### src/rtl/ttl_arb_pkg.sv
// Shared types and helpers for the TTL bus arbiter.
// Holds the arbiter state encoding, the decoder enable triples and the
// rotating-priority winner search used by ttl_rr_pick.
package ttl_arb_pkg;

    typedef enum logic [1:0] {
        IDLE  = 2'd0,
        SETUP = 2'd1,
        DRIVE = 2'd2,
        DEAD  = 2'd3
    } arb_state_t;

    // Enable pins of the 74138-style decoder, in pin order {E1_n, E2_n, E3}
    typedef struct packed {
        logic e1_n;
        logic e2_n;
        logic e3;
    } dec_en_t;

    localparam dec_en_t DEC_ON  = 3'b001;
    localparam dec_en_t DEC_OFF = 3'b110;

    typedef struct packed {
        logic       valid;
        logic [2:0] idx;
    } rr_pick_t;

    // First set request scanning upward from ptr+1, wrapping modulo n_req.
    // The agent at ptr itself is examined last, so the previous winner has
    // the lowest priority.
    function automatic rr_pick_t rr_winner(input logic [7:0] req,
                                           input logic [2:0] ptr,
                                           input int         n_req);
        rr_pick_t   res;
        int         cand;
        logic [2:0] idx;
        res  = '0;
        cand = 0;
        idx  = '0;
        for (int k = 1; k <= 8; k++) begin
            if (!res.valid && (k <= n_req)) begin
                cand = (int'(ptr) + k) % n_req;
                idx  = 3'(cand);
                if (req[idx]) begin
                    res.valid = 1'b1;
                    res.idx   = idx;
                end
            end
        end
        return res;
    endfunction

endpackage

### src/rtl/ttl_bus_arbiter_pick.sv
// ttl_rr_pick: combinational rotating-priority picker.
// Request lines at or above N_REQ are masked off before the search.
module ttl_rr_pick
    import ttl_arb_pkg::*;
#(
    parameter int N_REQ = 8
) (
    input  logic [7:0] req,
    input  logic [2:0] ptr,
    output logic [2:0] winner,
    output logic       valid
);

    logic [7:0] req_masked;
    rr_pick_t   pick;

    generate
        for (genvar gi = 0; gi < 8; gi++) begin : g_mask
            if (gi < N_REQ) begin : g_live
                assign req_masked[gi] = req[gi];
            end else begin : g_absent
                assign req_masked[gi] = 1'b0;
            end
        end
    endgenerate

    // Search the masked requests starting just after the pointer
    always_comb begin
        pick = rr_winner(req_masked, ptr, N_REQ);
    end

    assign winner = pick.idx;
    assign valid  = pick.valid;

endmodule

### src/rtl/ttl_bus_arbiter.sv
// ttl_bus_arbiter: round-robin owner of one 8-bit TTL bus segment.
// Sequences a 74138-style decoder and 74244-style buffer enables through
// IDLE -> SETUP -> DRIVE -> DEAD so two drivers never overlap.
// Optional feature macro: TTL_ARB_LOCK_EN (lock extends a grant past
// MAX_HOLD until lock drops). Without it lock is ignored.
module ttl_bus_arbiter
    import ttl_arb_pkg::*;
#(
    parameter int N_REQ     = 8,
    parameter int SETUP_CYC = 1,
    parameter int MAX_HOLD  = 16,
    parameter int DEAD_CYC  = 1
) (
    input  logic       clk,
    input  logic       reset_n,
    input  logic [7:0] req,
    input  logic       lock,
    output logic [7:0] grant,
    output logic [2:0] sel,
    output logic       dec_e1_n,
    output logic       dec_e2_n,
    output logic       dec_e3,
    output logic       buf_g_n,
    output logic       busy
);

    localparam int HOLD_W = (MAX_HOLD > 0) ? $clog2(MAX_HOLD + 1) : 1;

    arb_state_t        state_reg, state_next;
    logic [7:0]        grant_reg, grant_next;
    logic [2:0]        sel_reg, sel_next;
    dec_en_t           dec_reg, dec_next;
    logic              buf_g_n_reg, buf_g_n_next;
    logic              busy_reg, busy_next;
    logic [2:0]        ptr_reg, ptr_next;
    logic [3:0]        setup_cnt_reg, setup_cnt_next;
    logic [3:0]        dead_cnt_reg, dead_cnt_next;
    logic [HOLD_W-1:0] hold_cnt_reg, hold_cnt_next;

    logic [2:0] pick_idx;
    logic       pick_valid;
    logic       holder_req;
    logic       hold_at_max;
    logic       drive_end;
    logic       arbitrate;

    ttl_rr_pick #(
        .N_REQ (N_REQ)
    ) u_pick (
        .req    (req),
        .ptr    (ptr_reg),
        .winner (pick_idx),
        .valid  (pick_valid)
    );

    assign holder_req  = req[sel_reg];
    // The hold counter saturates at MAX_HOLD so a locked grant keeps a
    // stable "limit reached" indication; MAX_HOLD of 0 disables the limit.
    assign hold_at_max = (MAX_HOLD > 0) && (hold_cnt_reg >= HOLD_W'(MAX_HOLD));

`ifdef TTL_ARB_LOCK_EN
    assign drive_end = !holder_req || (hold_at_max && !lock);
`else
    logic lock_unused;
    assign lock_unused = lock;
    assign drive_end   = !holder_req || hold_at_max;
`endif

    // State, output and counter registers with synchronous active-low reset
    always_ff @(posedge clk) begin
        if (!reset_n) begin
            state_reg     <= IDLE;
            grant_reg     <= '0;
            sel_reg       <= '0;
            dec_reg       <= DEC_OFF;
            buf_g_n_reg   <= 1'b1;
            busy_reg      <= 1'b0;
            ptr_reg       <= 3'(N_REQ - 1);
            setup_cnt_reg <= '0;
            dead_cnt_reg  <= '0;
            hold_cnt_reg  <= '0;
        end else begin
            state_reg     <= state_next;
            grant_reg     <= grant_next;
            sel_reg       <= sel_next;
            dec_reg       <= dec_next;
            buf_g_n_reg   <= buf_g_n_next;
            busy_reg      <= busy_next;
            ptr_reg       <= ptr_next;
            setup_cnt_reg <= setup_cnt_next;
            dead_cnt_reg  <= dead_cnt_next;
            hold_cnt_reg  <= hold_cnt_next;
        end
    end

    // Next-state and next-output logic; every exit from SETUP/DRIVE passes
    // through DEAD with buffer and decoder both off
    always_comb begin
        state_next     = state_reg;
        grant_next     = grant_reg;
        sel_next       = sel_reg;
        dec_next       = dec_reg;
        buf_g_n_next   = buf_g_n_reg;
        ptr_next       = ptr_reg;
        setup_cnt_next = setup_cnt_reg;
        dead_cnt_next  = dead_cnt_reg;
        hold_cnt_next  = hold_cnt_reg;
        arbitrate      = 1'b0;

        case (state_reg)
            IDLE: begin
                arbitrate = 1'b1;
            end
            SETUP: begin
                if (!holder_req) begin
                    state_next    = DEAD;
                    grant_next    = '0;
                    dec_next      = DEC_OFF;
                    buf_g_n_next  = 1'b1;
                    dead_cnt_next = 4'd1;
                end else if (setup_cnt_reg == 4'(SETUP_CYC)) begin
                    state_next    = DRIVE;
                    buf_g_n_next  = 1'b0;
                    hold_cnt_next = HOLD_W'(1);
                end else begin
                    setup_cnt_next = setup_cnt_reg + 4'd1;
                end
            end
            DRIVE: begin
                if (drive_end) begin
                    state_next    = DEAD;
                    grant_next    = '0;
                    dec_next      = DEC_OFF;
                    buf_g_n_next  = 1'b1;
                    dead_cnt_next = 4'd1;
                end else if (!hold_at_max) begin
                    hold_cnt_next = hold_cnt_reg + 1'b1;
                end
            end
            DEAD: begin
                if (dead_cnt_reg == 4'(DEAD_CYC)) begin
                    arbitrate = 1'b1;
                end else begin
                    dead_cnt_next = dead_cnt_reg + 4'd1;
                end
            end
            default: begin
                state_next = IDLE;
            end
        endcase

        // IDLE and the last DEAD cycle share the same grant decision
        if (arbitrate) begin
            if (pick_valid) begin
                state_next     = SETUP;
                grant_next     = 8'd1 << pick_idx;
                sel_next       = pick_idx;
                dec_next       = DEC_ON;
                buf_g_n_next   = 1'b1;
                ptr_next       = pick_idx;
                setup_cnt_next = 4'd1;
            end else begin
                state_next = IDLE;
            end
        end

        busy_next = (state_next != IDLE);
    end

    assign grant    = grant_reg;
    assign sel      = sel_reg;
    assign dec_e1_n = dec_reg.e1_n;
    assign dec_e2_n = dec_reg.e2_n;
    assign dec_e3   = dec_reg.e3;
    assign buf_g_n  = buf_g_n_reg;
    assign busy     = busy_reg;

endmodule

### config.mk
export PLATFORM = sky130hd
export DESIGN_NAME = ttl_bus_arbiter
export DESIGN_NICKNAME = d
export VERILOG_FILES = /design/src/rtl/ttl_arb_pkg.sv /design/src/rtl/ttl_bus_arbiter_pick.sv /design/src/rtl/ttl_bus_arbiter.sv
export SDC_FILE = /design/constraint.sdc
export NUM_CORES = 1
export LEC_CHECK = 0
export ABC_AREA = 1
export BUFFER_PORTS_ARGS = -buffer_cell sky130_fd_sc_hd__buf_2
export CORE_MARGIN = 4
export CORE_UTILIZATION = 64
export CTS_CLUSTER_DIAMETER = 60
export DETAILED_ROUTE_END_ITERATION = 12
export PLACE_DENSITY = 0.93
export SYNTH_ARGS = -nofsm -noshare
export SYNTH_HDL_FRONTEND = slang
export SYNTH_SLANG_ARGS = --single-unit
### constraint.sdc
create_clock -name clk -period 5.25 [get_ports clk]
set_input_delay 1.3125 -clock clk [delete_from_list [all_inputs] [get_ports clk]]
set_output_delay 1.3125 -clock clk [all_outputs]
set_load 0.01 [all_outputs]
### Yosys cells after proc, flatten, opt, wreduce, memory -nomap -nowiden

Cells that the tools add are included.

| operators by class | value |
|---|---|
| $add $sub $neg | 11 |
| order comparisons | 10 |
| equality and inequality tests | 12 |
| shift operators | 1 |
| multiplexer cells | 71 |
| reduce and logical (&&, ||, !) cells | 9 |

Operators with widths:

| operator | number |
|---|---|
| 4-bit 2-to-1 mux | 23 |
| 3-bit by 4-bit less-than comparator with 1-bit output (second input constant) | 9 |
| 8-bit 2-to-1 mux | 4 |
| 1-bit binary-select mux with 3-bit select | 9 |
| 5-bit 2-to-1 mux | 4 |
| 1-bit 2-to-1 mux | 16 |
| 8-bit one-hot mux with 2 select lines | 1 |
| 2-bit != test (second input constant) | 7 |
| 3-bit adder (second input constant) | 4 |
| 3-bit 2-to-1 mux | 4 |
| 4-bit one-hot mux with 3 select lines | 1 |
| 5-bit one-hot mux with 2 select lines | 1 |
| 4-bit by 1-bit adder with 4-bit output (second input constant) | 2 |
| 4-bit by 1-bit == test with 1-bit output (second input constant) | 2 |
| 2-bit 2-to-1 mux | 4 |
| 1-bit by 3-bit << shifter with 8-bit output (first input constant) | 1 |
| 3-bit by 1-bit adder with 3-bit output (second input constant) | 2 |
| 3-bit by 2-bit adder with 3-bit output (second input constant) | 2 |
| 3-bit one-hot mux with 2 select lines | 1 |
| 5-bit by 1-bit adder with 5-bit output (second input constant) | 1 |
| 5-bit >= comparator (second input constant) | 1 |
| 5-bit AND reduction | 1 |
| 2-bit == test (second input constant) | 2 |
| 1-bit one-hot mux with 2 select lines | 2 |
| other kinds (9) | 10 |

| word-level totals | value |
|---|---|
| register bits | 34 |
| output and inout bits | 16 |
| word-level logic and storage cells | 126 |

### Logic depth before layout (Yosys ltp)

| logic depth | value |
|---|---|
| depth in word-level cells | 21 |
| mapped depth | 24 |
| mapped depth without buffers | 21 |

### Hierarchy

A second synthesis with hierarchy kept.

| second synthesis, totals | value |
|---|---|
| cell total of the unflattened synthesis | 384 |
| area, all modules | 2655.0 um^2 |

By module, submodules not included:

| module | times used | cells an instance | area each (um^2) | seq. area each (um^2) |
|---|---|---|---|---|
| ttl_bus_arbiter | 1 | 255 | 1871.8 | 680.7 |
| ttl_rr_pick | 1 | 129 | 783.3 | 0.0 |

### Least setup slack after synthesis

Ideal clock, no wire load.

| timing path | value |
|---|---|
| path kind | in2reg |
| start | input port req[4] |
| end | register dead_cnt_reg[2] |
| library setup time | 126 ps |
| arrival | 2679 ps |
| required time | 5124 ps |
| setup slack | 2445 ps |
| cell stages on the path | 12 |
| buffers on the path | 0 |
| cell sequence | nor2_1 > nor2_1 > o21ai_0 > o211ai_1 > nand2_1 > or2_2 > or2_2 > nand3_1 > inv_1 > a21o_1 > nand2_1 > nor2_1 |

| between the ends | value |
|---|---|
| cells in the longest elaborated chain, start to end | 6 |
| elaborated cells between the ends (all ways) | 7 |

Ends and longest elaborated chain:

| element | line | RTL |
|---|---|---|
| from (decl) | ttl_bus_arbiter.sv:16 | `input logic [7:0] req,` |
| 1-bit binary-select mux with 3-bit select * | ttl_bus_arbiter.sv:56 | `assign holder_req = req[sel_reg];` |
| 1-bit 2-to-1 mux (implied by the code) * | ttl_bus_arbiter.sv:56 |  |
| 1-bit zero test | n/a |  |
| 1-bit logical OR | ttl_bus_arbiter.sv:66 | `assign drive_end = !holder_req \|\| hold_at_max;` |
| 2-bit != test (no source line) | n/a |  |
| 4-bit AND reduction (no source line) * | n/a |  |
| to (signal assigned) | ttl_bus_arbiter.sv:91 | `dead_cnt_reg <= dead_cnt_next;` |
| to (decl) | ttl_bus_arbiter.sv:37 | `logic [3:0] dead_cnt_reg, dead_cnt_next;` |

Mark *: on every way between the ends. The rest lies on a longest branch, timed or not. The select of a mux whose other input is x is not followed.
A chain may end at the register's enable or synchronous reset.

### Final worst setup path

| timing path | value |
|---|---|
| start | register ptr_reg[0] |
| end | register grant_reg[7], in the netlist grant[7] |

| between the ends | value |
|---|---|
| cells in the longest elaborated chain, start to end | 21 |
| elaborated cells between the ends (all ways) | 42 |

Ends and longest elaborated chain:

| element | line | RTL |
|---|---|---|
| from (decl) | ttl_bus_arbiter.sv:35 | `logic [2:0] ptr_reg, ptr_next;` |
| from (signal assigned) | ttl_bus_arbiter.sv:78 | `ptr_reg <= 3'(N_REQ - 1);` |
| from (signal assigned) | ttl_bus_arbiter.sv:89 | `ptr_reg <= ptr_next;` |
| 3-bit by 1-bit adder with 3-bit output | ttl_arb_pkg.sv:42 | `cand = (int'(ptr) + k) % n_req;` |
| 1-bit binary-select mux with 3-bit select | ttl_arb_pkg.sv:44 | `if (req[idx]) begin` |
| 1-bit 2-to-1 mux (implied by the code) | ttl_arb_pkg.sv:44 |  |
| 4-bit 2-to-1 mux (2 in series) | ttl_arb_pkg.sv:44 |  |
| 4-bit 2-to-1 mux | ttl_arb_pkg.sv:41 | `if (!res.valid && (k <= n_req)) begin` |
| 4-bit 2-to-1 mux | ttl_arb_pkg.sv:44 |  |
| 4-bit 2-to-1 mux | ttl_arb_pkg.sv:41 |  |
| 4-bit 2-to-1 mux | ttl_arb_pkg.sv:44 |  |
| [4 not listed] | n/a |  |
| 4-bit 2-to-1 mux | ttl_arb_pkg.sv:41 |  |
| 4-bit 2-to-1 mux | ttl_arb_pkg.sv:44 |  |
| 4-bit 2-to-1 mux | ttl_arb_pkg.sv:41 |  |
| 4-bit 2-to-1 mux | ttl_arb_pkg.sv:44 |  |
| 4-bit 2-to-1 mux * | ttl_arb_pkg.sv:41 |  |
| 1-bit by 3-bit << shifter with 8-bit output | ttl_bus_arbiter.sv:156 | `grant_next = 8'd1 << pick_idx;` |
| 8-bit 2-to-1 mux * | ttl_bus_arbiter.sv:154 | `if (pick_valid) begin` |
| 8-bit 2-to-1 mux * | ttl_bus_arbiter.sv:153 | `if (arbitrate) begin` |
| to (signal assigned) | ttl_bus_arbiter.sv:84 | `grant_reg <= grant_next;` |
| to (decl) | ttl_bus_arbiter.sv:30 | `logic [7:0] grant_reg, grant_next;` |

Marked as above.

==> metrics.md <==
| Metric | Value |
|---|---|
| Kind of critical path | reg -> reg |
| I/O pins | 27 |
| Synth area leaders | dfxtp_1 (26%), nand2_1 (12%), nand3_1 (7.2%) |
| Post-Syn Nets | between 300 and 400 |
| Area Overhead vs Synth | 10.23% |
| Multi-input logic area | 0.001705 mm² |
| R2R Path Start | ptr_reg[0] |
| Residual DRC | 0 |
| Clock-pin slew on the worst setup and hold paths | 80 ps |
| Buffers on Ports | 25 |
| Most common cell in the netlist | nand2_1 |
| CTS-repair resized insts | 0 |
| Critical Path RT | 5420 ps |
| Hold crit path type | reg -> reg |
| RSZ-0062 raised after global routing | no |
| Yosys warnings | 0 |
| Reg2Reg Depth | 16 |
| Core Area | 0.004000 mm² |
| Core Rows | 23 |
| Pre-CTS WS | 1975 ps |
| GRT Resource Usage Total | 0.2457 |
| PwrDens | 759.8 mW/mm² |
| Peak supply drop | around 0.00057 V |
| Top-area cell type share of the netlist area | 0.2588 |
| Pin count of the biggest net entering global routing | 17 |
| Max reg flops | 8 |
| Mapped Cells | ~380 |
| Via count of the first global-routing pass | roughly 2,500 |
| ANT nets after route | 0 |
| EDFF count, synth | 0 |
| Worst setup path start | ptr_reg[0] |
| DRT iter0 DRCs | between 100 and 150 |
| GPL Wtd Cong | approximately 0.92 |
| Clock Path Buffers | 2 |
| Final worst-path cycle share | 0.5944 |
| Setup TNS | 0 ps |
| Syn avg cell area | 6.995 µm² |
| Final setup violation count | 0 |
| Synth Flop Type | dfxtp_1 |
| Area leader, netlist | dfxtp_1 |
| Post-synthesis register bit count | 34 |
| Maxcap violations | 0 |
| Setup crit end kind | register |
| Setup crit end | grant[7] |
| Initial antenna violation count | 0 |
| Critical path's slowest cell | dfxtp_1 |
| Synthesized cell area | 0.002630 mm² |
| Flop2flop setup slack | 2130 ps |
| Post-DP HPWL | between 4000 and 5000 µm |
| Vias | 2,583 |
| Synth cell types | 48 |
| Final worst slack | 2130 ps |
| Initial Util | 0.6575 |
| Avg Vias per Cell | 5.727 |
| Crit-path cells | inv_4 -> ha_1 -> inv_2 -> nand3_1 -> nand2_1 -> nor2_1 -> a31oi_4 -> inv_2 -> nor3_4 -> nand3_4 -> nand2_8 -> inv_6 -> nand3_2 -> nor2_1 -> nor2_1 -> nor2_1 |
| Post-synth top cells | nand2_1 (87), nor2_1 (39), nand3_1 (38) |
| Crit path top cell by count | nor2_1 |
| Worst slew margin | 0.6016 |
| Filler instances | 313 |
| Latest clock arrival within the worst-skew pair | 290 ps |
| Slowest stage delay, CP | 630 ps |
| CTS Buf Count | 5 |
| CTS tree | yes |
| Register area | 680.7 µm² |
| CP Max Fanout | 11 |
| Final hold viol count | 0 |
| Outcome | finished clean |
| Min Tclk post-route | 3120 ps |
| Leak | ~1.4 nW |
| Clk sinks | 34 |
| Setup Fix Bufs, Post-CTS | 0 |
| Share of cells above drive strength 1 | 0.2095 |
| First-pass detailed-route iteration total | 4 |
| Total Wirelength | 6085 µm |
| Reg2reg end | grant[7] |
| First-pass GRT wire length | about 10,000 µm |
| Register area share after synthesis | 0.2588 |
| Final #Nets | 423 |
| CTS Root Cell | clkbuf_8 |
| Diode count | 0 |
| Clock Skew | 10.60 ps |
| Worst path arrival time | 3300 ps |
| Cts hold-fix bufs | 0 |
| Die area | between 0.005 and 0.006 mm² |
| Die Ht | a little over 70 µm |
| WL per Instance | 13.49 µm |
| Slew of the pin with the lowest slew margin | roughly 600 ps |
| Asr flop ratio synth | 0 |
| Max Clock Freq | 0.3205 GHz |
| Die Span X | 72.11 µm |
| H-tree Lvls | 2 |
| GRT Residual Overflow | 0 |
| Max Slew Vio Count | 0 |
| CP Launch Type | register |
==> final cells by class <==
type                    count  share of cell area
inverters                  48             0.06474
repair buffers             25             0.04316
clock inverters             3             0.02374
well taps                  50             0.02158
flip-flops and latches     34              0.2348
clock buffers               5             0.02374
multi-input cells         286              0.5883
==> power by group <==
| part | internal, mW | switching (mW) |
|---|---|---|
| clock network | 0.190 | 0.103 |
| logic | 0.476 | 1.00 |
| registers | 0.342 | 0.0891 |
==> layer usage <==
metal	vias to the layer above	wire length, µm	global-route usage
met5	-	0	0
met4	0	163	0.1106
met3	18	354	0.04848
met2	75	3070	0.4398
met1	1201	2496	0.2797
li1	1289	-	-
==> worst max-delay path, delay by kind of cell, from the launching register on <==
kind	cells	cell delay (ps)
buffers and inverters	4	530
adder cells (fa/ha/maj)	1	490
AND/OR/NAND/NOR	10	1130
AO/OA/AOI/OAI	1	220
flip-flops	1	630
==> placed cells by master (no fill, tap or decap), drive strengths merged <==
cell type	count
a21boi	1
nand2	101
o211ai	10
o211a	1
nor2	43
xnor2	3
nand3	52
or2	2
a22oi	1
a211oi	3
bufinv	2
dfxtp	34
a21o	1
a21oi	12
xor2	3
clkbuf	5
buf	25
a31oi	3
o31ai	1
ha	12
mux2i	1
clkinv	2
o21ai	20
o22ai	2
nand4	5
nor3b	3
nor3	5
nand3b	1
inv	47
==> how the worst min path moves through the flow <==
stage                       to             from  depth (start not counted)  slack, ps
2_1_floorplan  hold_cnt_reg[4]  hold_cnt_reg[4]                          2        430
4_1_cts                 dec_e3           dec_e3                          2        470
3_5_place_dp            dec_e3           dec_e3                          2        460
5_1_grt                 dec_e3           dec_e3                          2        490
3_3_place_gp            dec_e3           dec_e3                          2        450
6_report                dec_e3           dec_e3                          2        470
==> cell families (layout without fill, tap and decap cells) <==
kind of cell,count (synthesis),count (layout),share of synthesized area
AND/OR/NAND/NOR,212,212,0.4277
buffers and inverters,56,81,0.09277
AO/OA/AOI/OAI,55,55,0.1370
flip-flops,34,34,0.2588
adder cells (fa/ha/maj),12,12,0.05709
XOR/XNOR,6,6,0.02284
multiplexers,1,1,0.003806
==> through the flow <==
step	total power, mW	cell area, µm²	utilization	instances	hold WS, ps
detailed placement	1.892	2761	0.6903	443	461.5
global route	2.402	2899	0.7247	451	491.2
finish	2.203	2899	0.7247	451	468.6
floorplan	1.605	2630	-	376	429.3
global placement	1.830	2761	0.6903	443	452.3
CTS	2.191	2899	0.7247	451	472.7
(Power assumes the default switching activity.)
